===== config.mk =====
export PLATFORM = sky130hd
export DESIGN_NAME = regfile_scoreboard
export DESIGN_NICKNAME = d
export VERILOG_FILES = /design/src/rtl/regfile_pkg.sv /design/src/rtl/sb_popcount.sv /design/src/rtl/regfile_scoreboard.sv
export SDC_FILE = /design/constraint.sdc
export NUM_CORES = 2
export LEC_CHECK = 0
export CAP_MARGIN = 0
export CELL_PAD_IN_SITES_DETAIL_PLACEMENT = 1
export CELL_PAD_IN_SITES_GLOBAL_PLACEMENT = 1
export CORE_MARGIN = 3
export CORE_UTILIZATION = 35
export DETAILED_ROUTE_END_ITERATION = 8
export GPL_TIMING_DRIVEN = 1
export PLACE_DENSITY_LB_ADDON = 0.1
export SLEW_MARGIN = 20
export SYNTH_ARGS = -nofsm -noshare
export SYNTH_HDL_FRONTEND = slang
export SYNTH_SLANG_ARGS = --single-unit

===== constraint.sdc =====
create_clock -name CLK -period 5.54 [get_ports CLK]
set_input_delay 1.108 -clock CLK [delete_from_list [all_inputs] [get_ports CLK]]
set_output_delay 1.108 -clock CLK [all_outputs]
set_load 0.02 [all_outputs]

===== src/rtl/regfile_pkg.sv =====
// Shared constants and sizing helper for the integer register file.
package regfile_pkg;
  localparam int XLEN_DEF  = 32;
  localparam int NREGS_DEF = 32;

  // Address and count fields never shrink below one bit.
  function automatic int clog2_min1(input int n);
    return (n <= 2) ? 1 : $clog2(n);
  endfunction
endpackage


===== src/rtl/sb_popcount.sv =====
// Combinational popcount of an N-bit vector; zero latency, no flow control.
module sb_popcount #(
  parameter int N = 32,
  localparam int W = $clog2(N + 1)
) (
  input  logic [N-1:0] vec,
  output logic [W-1:0] cnt
);
  always_comb begin
    cnt = '0;
    for (int i = 0; i < N; i++) begin
      cnt = cnt + {{(W-1){1'b0}}, vec[i]};
    end
  end
endmodule


===== src/rtl/regfile_scoreboard.sv =====
// Register file with NRD bypassed combinational read ports and a busy scoreboard;
// reads/busy are zero latency, dbg_data and busy_cnt are registered one edge later.
module regfile_scoreboard
  import regfile_pkg::*;
#(
  parameter int XLEN     = XLEN_DEF,
  parameter int NREGS    = NREGS_DEF,
  parameter int NRD      = 2,
  parameter bit ZERO_REG = 1'b1,
  localparam int AW = clog2_min1(NREGS),
  localparam int CW = clog2_min1(NREGS + 1)
) (
  input  logic              CLK,
  input  logic              RST,
  input  logic [NRD*AW-1:0] rd_addr,
  output logic [NRD*XLEN-1:0] rd_data,
  output logic [NRD-1:0]    rd_busy,
  input  logic              iss_en,
  input  logic [AW-1:0]     iss_dst,
  input  logic              wb_en,
  input  logic [AW-1:0]     wb_addr,
  input  logic [XLEN-1:0]   wb_data,
  input  logic              flush,
  input  logic [AW-1:0]     dbg_addr,
  output logic [XLEN-1:0]   dbg_data,
  output logic [CW-1:0]     busy_cnt
);
  logic [XLEN-1:0]  regs [NREGS];
  logic [NREGS-1:0] busy;
  logic [NREGS-1:0] busy_nxt;
  logic [CW-1:0]    cnt_nxt;
  logic             wr_ok;

  function automatic logic in_range(input logic [AW-1:0] a);
    return int'(a) < NREGS;
  endfunction

  assign wr_ok = wb_en && in_range(wb_addr) && !(ZERO_REG && wb_addr == '0);

  // Flush beats issue beats writeback; issue wins because a new producer owns the register.
  always_comb begin
    busy_nxt = busy;
    if (flush) begin
      busy_nxt = '0;
    end else begin
      if (wb_en && in_range(wb_addr)) busy_nxt[wb_addr] = 1'b0;
      if (iss_en && in_range(iss_dst)) busy_nxt[iss_dst] = 1'b1;
    end
    if (ZERO_REG) busy_nxt[0] = 1'b0;
  end

  sb_popcount #(.N(NREGS)) u_popcount (
    .vec(busy_nxt),
    .cnt(cnt_nxt)
  );

  always_ff @(posedge CLK or negedge RST) begin
    if (!RST) begin
      for (int i = 0; i < NREGS; i++) regs[i] <= '0;
      busy     <= '0;
      dbg_data <= '0;
      busy_cnt <= '0;
    end else begin
      if (wr_ok) regs[wb_addr] <= wb_data;
      busy     <= busy_nxt;
      dbg_data <= in_range(dbg_addr) ? regs[dbg_addr] : '0;
      busy_cnt <= cnt_nxt;
    end
  end

  for (genvar k = 0; k < NRD; k++) begin : g_rd
    logic [AW-1:0] a;
    logic          hit;
    assign a   = rd_addr[k*AW +: AW];
    assign hit = wr_ok && (wb_addr == a);
    assign rd_data[k*XLEN +: XLEN] = !in_range(a)            ? '0 :
                                     hit                     ? wb_data :
                                     (ZERO_REG && a == '0)   ? '0 : regs[a];
    assign rd_busy[k] = in_range(a) && busy[a] && !hit;
  end
endmodule


# [Yosys cells after proc, flatten, opt, wreduce, memory -nomap -nowiden]
# Cells that the tools add are included.
# Widths: inputs -> output; s select.
[word_totals] regBits=1093 inputBits=62
[classes] n_addsub=30 order_cmp=11 n_eq_ne=2 mux=28 n_bitwise=7 reduce_logical=14
[op_table] cell="$bwmux 1024" n=1
[op_table] cell="$bmux 32 s5" n=3
[op_table] cell="$mux 32" n=15
[op_table] cell="$add 6x1->6" n=29
[op_table] cell="$demux 32 s5" n=1
[op_table] cell="$and 32x32->32" n=1
[op_table] cell="$not 32->32" n=1
[op_table] cell="$or 32x32->32" n=1
[op_table] cell="$ge 6x6->1 const B" n=4
[op_table] cell="$lt 5x6->1 const B" n=4
[op_table] cell="$not 5->6" n=4
[op_table] cell="$logic_not 5->1" n=3
[op_table] cell="$bmux 1 s5" n=2
[op_table] cell="$demux 1 s5" n=2
[op_table] cell="$eq 5x5->1" n=2
[op_table] cell="$ge 5x1->1 const B" n=2
[op_table] cell="$logic_and 1x1->1" n=8
[op_table] cell="$lt 6x1->1 const B" n=1
[op_table] cell="$mux 1" n=4
[op_table] cell="$logic_not 1->1" n=3
[op_table] cell="$add 1x1->2" n=1

# [Depth between registers and ports, before layout]
[logic_depth] ltp_word=41 ltp_mapped=24 ltp_nobuf=21

# [By module]
# From an unflattened synthesis, not the netlist that was laid out.
[unflattened] cells_unflattened=4898 area_unflattened_um2=66941.7
[by_module_without_submodules] module="regfile_scoreboard" instances=1 cells_per_inst=4804 area_each_um2=66099.6 seq_area_each_um2=27351.2
[by_module_without_submodules] module="sb_popcount" instances=1 cells_per_inst=94 area_each_um2=842.1 seq_area_each_um2=0.0

# [Least setup slack after synthesis]
# OpenSTA, ideal clock, no wires.
[synth_timing] path_kind="in2reg" start="input wb_addr[1]" end="register busy_cnt[4]" arrival_ps=6570 required_time_ps=5460 path_slack_ps=-1110 stages=21 path_cell_list="clkbuf_1 and3b_1 clkbuf_1 nand2_1 buf_1 a22oi_1 nor2_1 ha_1 inv_1 fa_1 fa_1 fa_1 fa_1 fa_1 inv_1 fa_1 ha_1 fa_1 a21o_1 a21oi_1 xnor2_1"
[synth_via] elab_chain_cells=41 elab_cells_between_ends=42 cone_classes="30 x add/sub; 2 x order compare; 6 x mux; 3 x bitwise; 1 x reduce/logical"
[synth_rtl] element="start: declaration" line_no="regfile_scoreboard.sv:21" rtl="input logic [AW-1:0] wb_addr,"
[synth_rtl] element="$lt 5x6->1 (implied by the code) or $ge 5x1->1 (tied branches)" line_no="regfile_scoreboard.sv:46" rtl="if (wb_en && in_range(wb_addr)) busy_nxt[wb_addr] = 1'b0;"
[synth_rtl] element="$logic_and 1x1->1 (implied by the code)" line_no="regfile_scoreboard.sv:46"
[synth_rtl] element="$mux 1 (implied by the code)" line_no="regfile_scoreboard.sv:46"
[synth_rtl] element="$demux 1 s5 *" line_no="regfile_scoreboard.sv:46"
[synth_rtl] element="$not 32->32 (no source line) *"
[synth_rtl] element="$and 32x32->32 (no source line) *"
[synth_rtl] element="$mux 32 *" line_no="regfile_scoreboard.sv:46"
[synth_rtl] element="$mux 32 *" line_no="regfile_scoreboard.sv:43" rtl="if (flush) begin"
[synth_rtl] element="$or 32x32->32 (no source line)"
[synth_rtl] element="$mux 32 *" line_no="regfile_scoreboard.sv:47" rtl="if (iss_en && in_range(iss_dst)) busy_nxt[iss_dst] = 1'b1;"
[synth_rtl] element="$mux 32 *" line_no="regfile_scoreboard.sv:43"
[synth_rtl] element="net busy_nxt[1]" line_no="regfile_scoreboard.sv:30" rtl="logic [NREGS-1:0] busy_nxt;"
[synth_rtl] element="$add 1x1->2 *" line_no="sb_popcount.sv:12" rtl="cnt = cnt + {{(W-1){1'b0}}, vec[i]};"
[synth_rtl] element="$add 6x1->6 * (29 in a row)" line_no="sb_popcount.sv:12"
[synth_rtl] element="net cnt_nxt[4]" line_no="regfile_scoreboard.sv:31" rtl="logic [CW-1:0] cnt_nxt;"
[synth_rtl] element="end signal: assignment" line_no="regfile_scoreboard.sv:67" rtl="busy_cnt <= cnt_nxt;"
[synth_rtl] element="end: declaration" line_no="regfile_scoreboard.sv:26" rtl="output logic [CW-1:0] busy_cnt"
# The timed path passes the listed nets; every way through them passes the cells marked *. The select of a mux whose other input is x is not followed.
# A chain may end at the register's enable or synchronous reset.

# [Final worst setup path]
[layout_timing] start="input wb_addr[0]" end="register regs[590] (netlist bit)"
[layout_via] elab_chain_cells=6 elab_cells_between_ends=10 cone_classes="2 x order compare; 3 x mux; 1 x bitwise; 4 x reduce/logical"
[layout_rtl] element="$not 5->6 (implied by the code)" line_no="regfile_scoreboard.sv:64" rtl="if (wr_ok) regs[wb_addr] <= wb_data;"
[layout_rtl] element="$ge 6x6->1 (implied by the code) or $lt 6x1->1 (tied branches)" line_no="regfile_scoreboard.sv:64"
[layout_rtl] element="$logic_and 1x1->1 (implied by the code)" line_no="regfile_scoreboard.sv:64"
[layout_rtl] element="$mux 32 (implied by the code)" line_no="regfile_scoreboard.sv:64"
[layout_rtl] element="$demux 32 s5" line_no="regfile_scoreboard.sv:64"
[layout_rtl] element="$bwmux 1024" line_no="regfile_scoreboard.sv:64"
[layout_rtl] element="end signal: indexed assignment" line_no="regfile_scoreboard.sv:64"
[layout_rtl] element="end: declaration" line_no="regfile_scoreboard.sv:28" rtl="logic [XLEN-1:0] regs [NREGS];"
# Several ways; a longest one is shown, not always the timed one.

==> impl_results.md <==
- Status: completed
- Placed Instance Area: 72,600 µm²
- Via count: 46,045
- Reg clk slew, reported paths: 60 ps
- Slew headroom: 20.7%
- Fin. max-slew vios: 0
- Antenna-violating nets left: 0
- IO Count: 166
- CTS tree: yes
- Drt first pass iters: 5
- Area share of and/or/nand/nor cells after synthesis: 1.45%
- Crit path top cell by count: buf_4
- Max clock buf depth: 3
- Syn Nets: 4,624
- Largest net degree at the start of global routing: 171
- Fin crit share: 99.3%
- Final total power: 27.0 mW
- First-pass GRT wire length: 390,000 µm
- Row cnt: 159
- Slowest stage delay, CP: 740 ps
- DP HPWL: 168,000 µm
- Critical Path Source: wb_addr[0]
- Clk_skew: 24.0 ps
- Setup TNS: 0 ps
- Synth Area in XOR/XNOR: 0.172%
- Chip Width: 441 µm
- YS warnings: 0
- Inserted Clock Buffers: 140
- Worst VDD drop: 0.000303 V
- Die H: 441 µm
- CP Max Fanout: 32
- WS Path Type: in -> reg
- Initial DRC count: 3,761
- Max Cap Violations: 0
- Slew @ Worst Pin: 1190 ps
- Grt ovf: 0
- Adder-cell share of the synthesized area: 0.865%
- Number of flops mapped to enable cells by yosys: 0
- Area delta synth->final: 17.3%
- Share of layout cells above drive strength 1: 51.4%
- Root Driver: clkbuf_16
- Core region area: 188,000 µm²
- CP required: 6210 ps
- Library cells used by synthesis: 48
- Post-Syn Instances: 4,530
- Initial Util: 35.3%
- Syn avg cell area: 14.6 µm²
- H-tree depth: 4
- Pleak: 32.8 nW
- Buffers on Ports: 165
- Post-synthesis async set-or-reset flop share: 100%
- Final hold vios: 0
- Power per cell area: 347 nW/µm²
- Fmax: 182 MHz
- Critical-path top delay cell: buf_4
- Worst Hold Slack: 244 ps
- DRC: 0
- Fill count: 18,681
- Final Wtd Congestion: 0.833
- CTS Hold Bufs: 0
- Mux cell area share after synthesis: 46.3%
- Post-layout instance area: 77,800 µm²
- Fin util: 41.4%
- Mapped Area: 66,300 µm²
- CTS Sinks: 1,093
- Initial antenna violation count: 18
- Yosys reg bits: 1,093
- Die Area: 195,000 µm²
- Unrepaired setup endpoints after global routing: true
- Reg2reg start: busy[1]
- Layout Nets: 4,791
- Hold Crit Class: in -> async
- Min Tclk post-route: 5500 ps
- Critical Path AT: 6170 ps
- Largest family of logic cells by synthesized area: multiplexers
- Compound-gate portion of the synthesized area: 6.19%
- Vias in the first global route: 48,578
- Crit start category: input pin
- Vias per cell: 6.30
- Top_reg_cell synth: dfrtp_1
- GR Util All Layers: 28.4%
- Worst skew pair latency: 810 ps
- WL final: 276,000 µm
- Final setup viols: 0
- Avg WL per Cell: 37.7 µm
- Register area share after synthesis: 41.3%
- Setup crit end kind: flip-flop
==> cells by family (layout without fill, tap and decap cells) <==
group	after synthesis	after routing
flip-flops	1093	1093
AND/OR/NAND/NOR	192	192
buffers and inverters	580	856
multiplexers	2039	2039
other	0	5
adder cells (fa/ha/maj)	32	32
XOR/XNOR	13	13
AO/OA/AOI/OAI	581	581
==> report_power, final <==
group	switching, mW	internal, mW	total, mW
combinational	2.78	3.78	6.56
clock	3.86	5.66	9.53
sequential	1.42	9.48	10.9
total	8.07	18.9	27.0
==> routing by layer <==
layer | share of wire [%] | track usage (%)
met1 | 43 | 38.9
met2 | 47 | 45.6
met3 | 5.2 | 3.95
met4 | 4.1 | 10.9
met5 | 0 | 0
==> path summary, 6_finish.rpt <==
kind,end,slack [ps],cells past startpoint
max in group asynchronous,regs[92],3860,3
max,regs[590],40,31
min,regs[69],240,1
min in group CLK,regs[995],410,0
max reg2reg,busy_cnt[4],450,16
min reg2reg,regs[995],410,0
==> sequential cells by signal (all words and copies together) (netlist names) <==
name and count:
busy 31, busy_cnt 6, dbg_data 32, regs 1024
==> layout make-up <==
cell class | count | area (µm²) | area share, %
inverters | 55 | 211 | 0.272
multi-input cells | 2857 | 36900 | 47.4
clock buffers | 201 | 4100 | 5.27
repair buffers | 550 | 5460 | 7.02
flip-flops and latches | 1093 | 27400 | 35.2
clock inverters | 50 | 641 | 0.824
well taps | 2495 | 3120 | 4.01
diodes | 5 | 12.5 | 0.0161
==> synthesized netlist by cell type, types with 23 or more instances <==
library cell	n	share of area, %
dfrtp_1	1093	41
mux2_2	1016	17
mux4_2	717	24
clkbuf_1	300	1.7
mux2i_1	298	4.5
buf_2	115	0.87
a21oi_1	107	0.81
a221oi_1	100	1.3
o21ai_0	82	0.62
buf_1	66	0.37
o22ai_1	62	0.59
nand2_1	58	0.33
inv_1	54	0.31
a22oi_1	40	0.45
buf_4	35	0.40
nor2b_1	35	0.33
a211oi_1	34	0.39
nor3_1	34	0.26
a21boi_0	33	0.37
a221o_1	33	0.50
o22a_1	32	0.42
a22o_1	31	0.41
nor2_1	31	0.18
fa_1	23	0.69
==> layout by cell type (no fill, tap or decap), drive strengths merged, types with 11 or more instances in the layout <==
cell / Yosys / final
dfrtp: 1093 / 1093
mux2: 1024 / 1024
mux4: 717 / 717
buf: 224 / 427
mux2i: 298 / 298
clkbuf: 301 / 202
clkdlybuf4s50: 0 / 114
a21oi: 107 / 107
a221oi: 100 / 100
o21ai: 82 / 82
o22ai: 62 / 62
inv: 54 / 61
nand2: 58 / 58
a22oi: 40 / 40
nor2b: 35 / 35
nor3: 35 / 35
a211oi: 34 / 34
a221o: 33 / 33
a21boi: 33 / 33
o22a: 32 / 32
clkinv: 1 / 32
a22o: 31 / 31
nor2: 31 / 31
fa: 23 / 23
a21o: 20 / 20
xnor2: 12 / 12
bufinv: 0 / 11
==> critical path, delay by kind of cell <==
family        cells  cell delay (ps)
mux               1              420
buf+inv          28             4260
simple gates      2              270
==> stage by stage <==
stage / std cells / setup slack [ps]
CTS: 7296 / 1.47
global placement: 7009 / -1070
floorplan: 4530 / -643
global route: 7304 / -9.06
finish: 7306 / 39.4
detailed placement: 7009 / -1140
==> repair_timing <==
action                                  in CTS  in global routing
buffers inserted                            36                  5
cloned                                       0                  0
endpoints found under the setup margin       5                 51
gates resized for setup                     54                 11
pin swaps                                   28                 27
(Power assumes the default switching activity.)
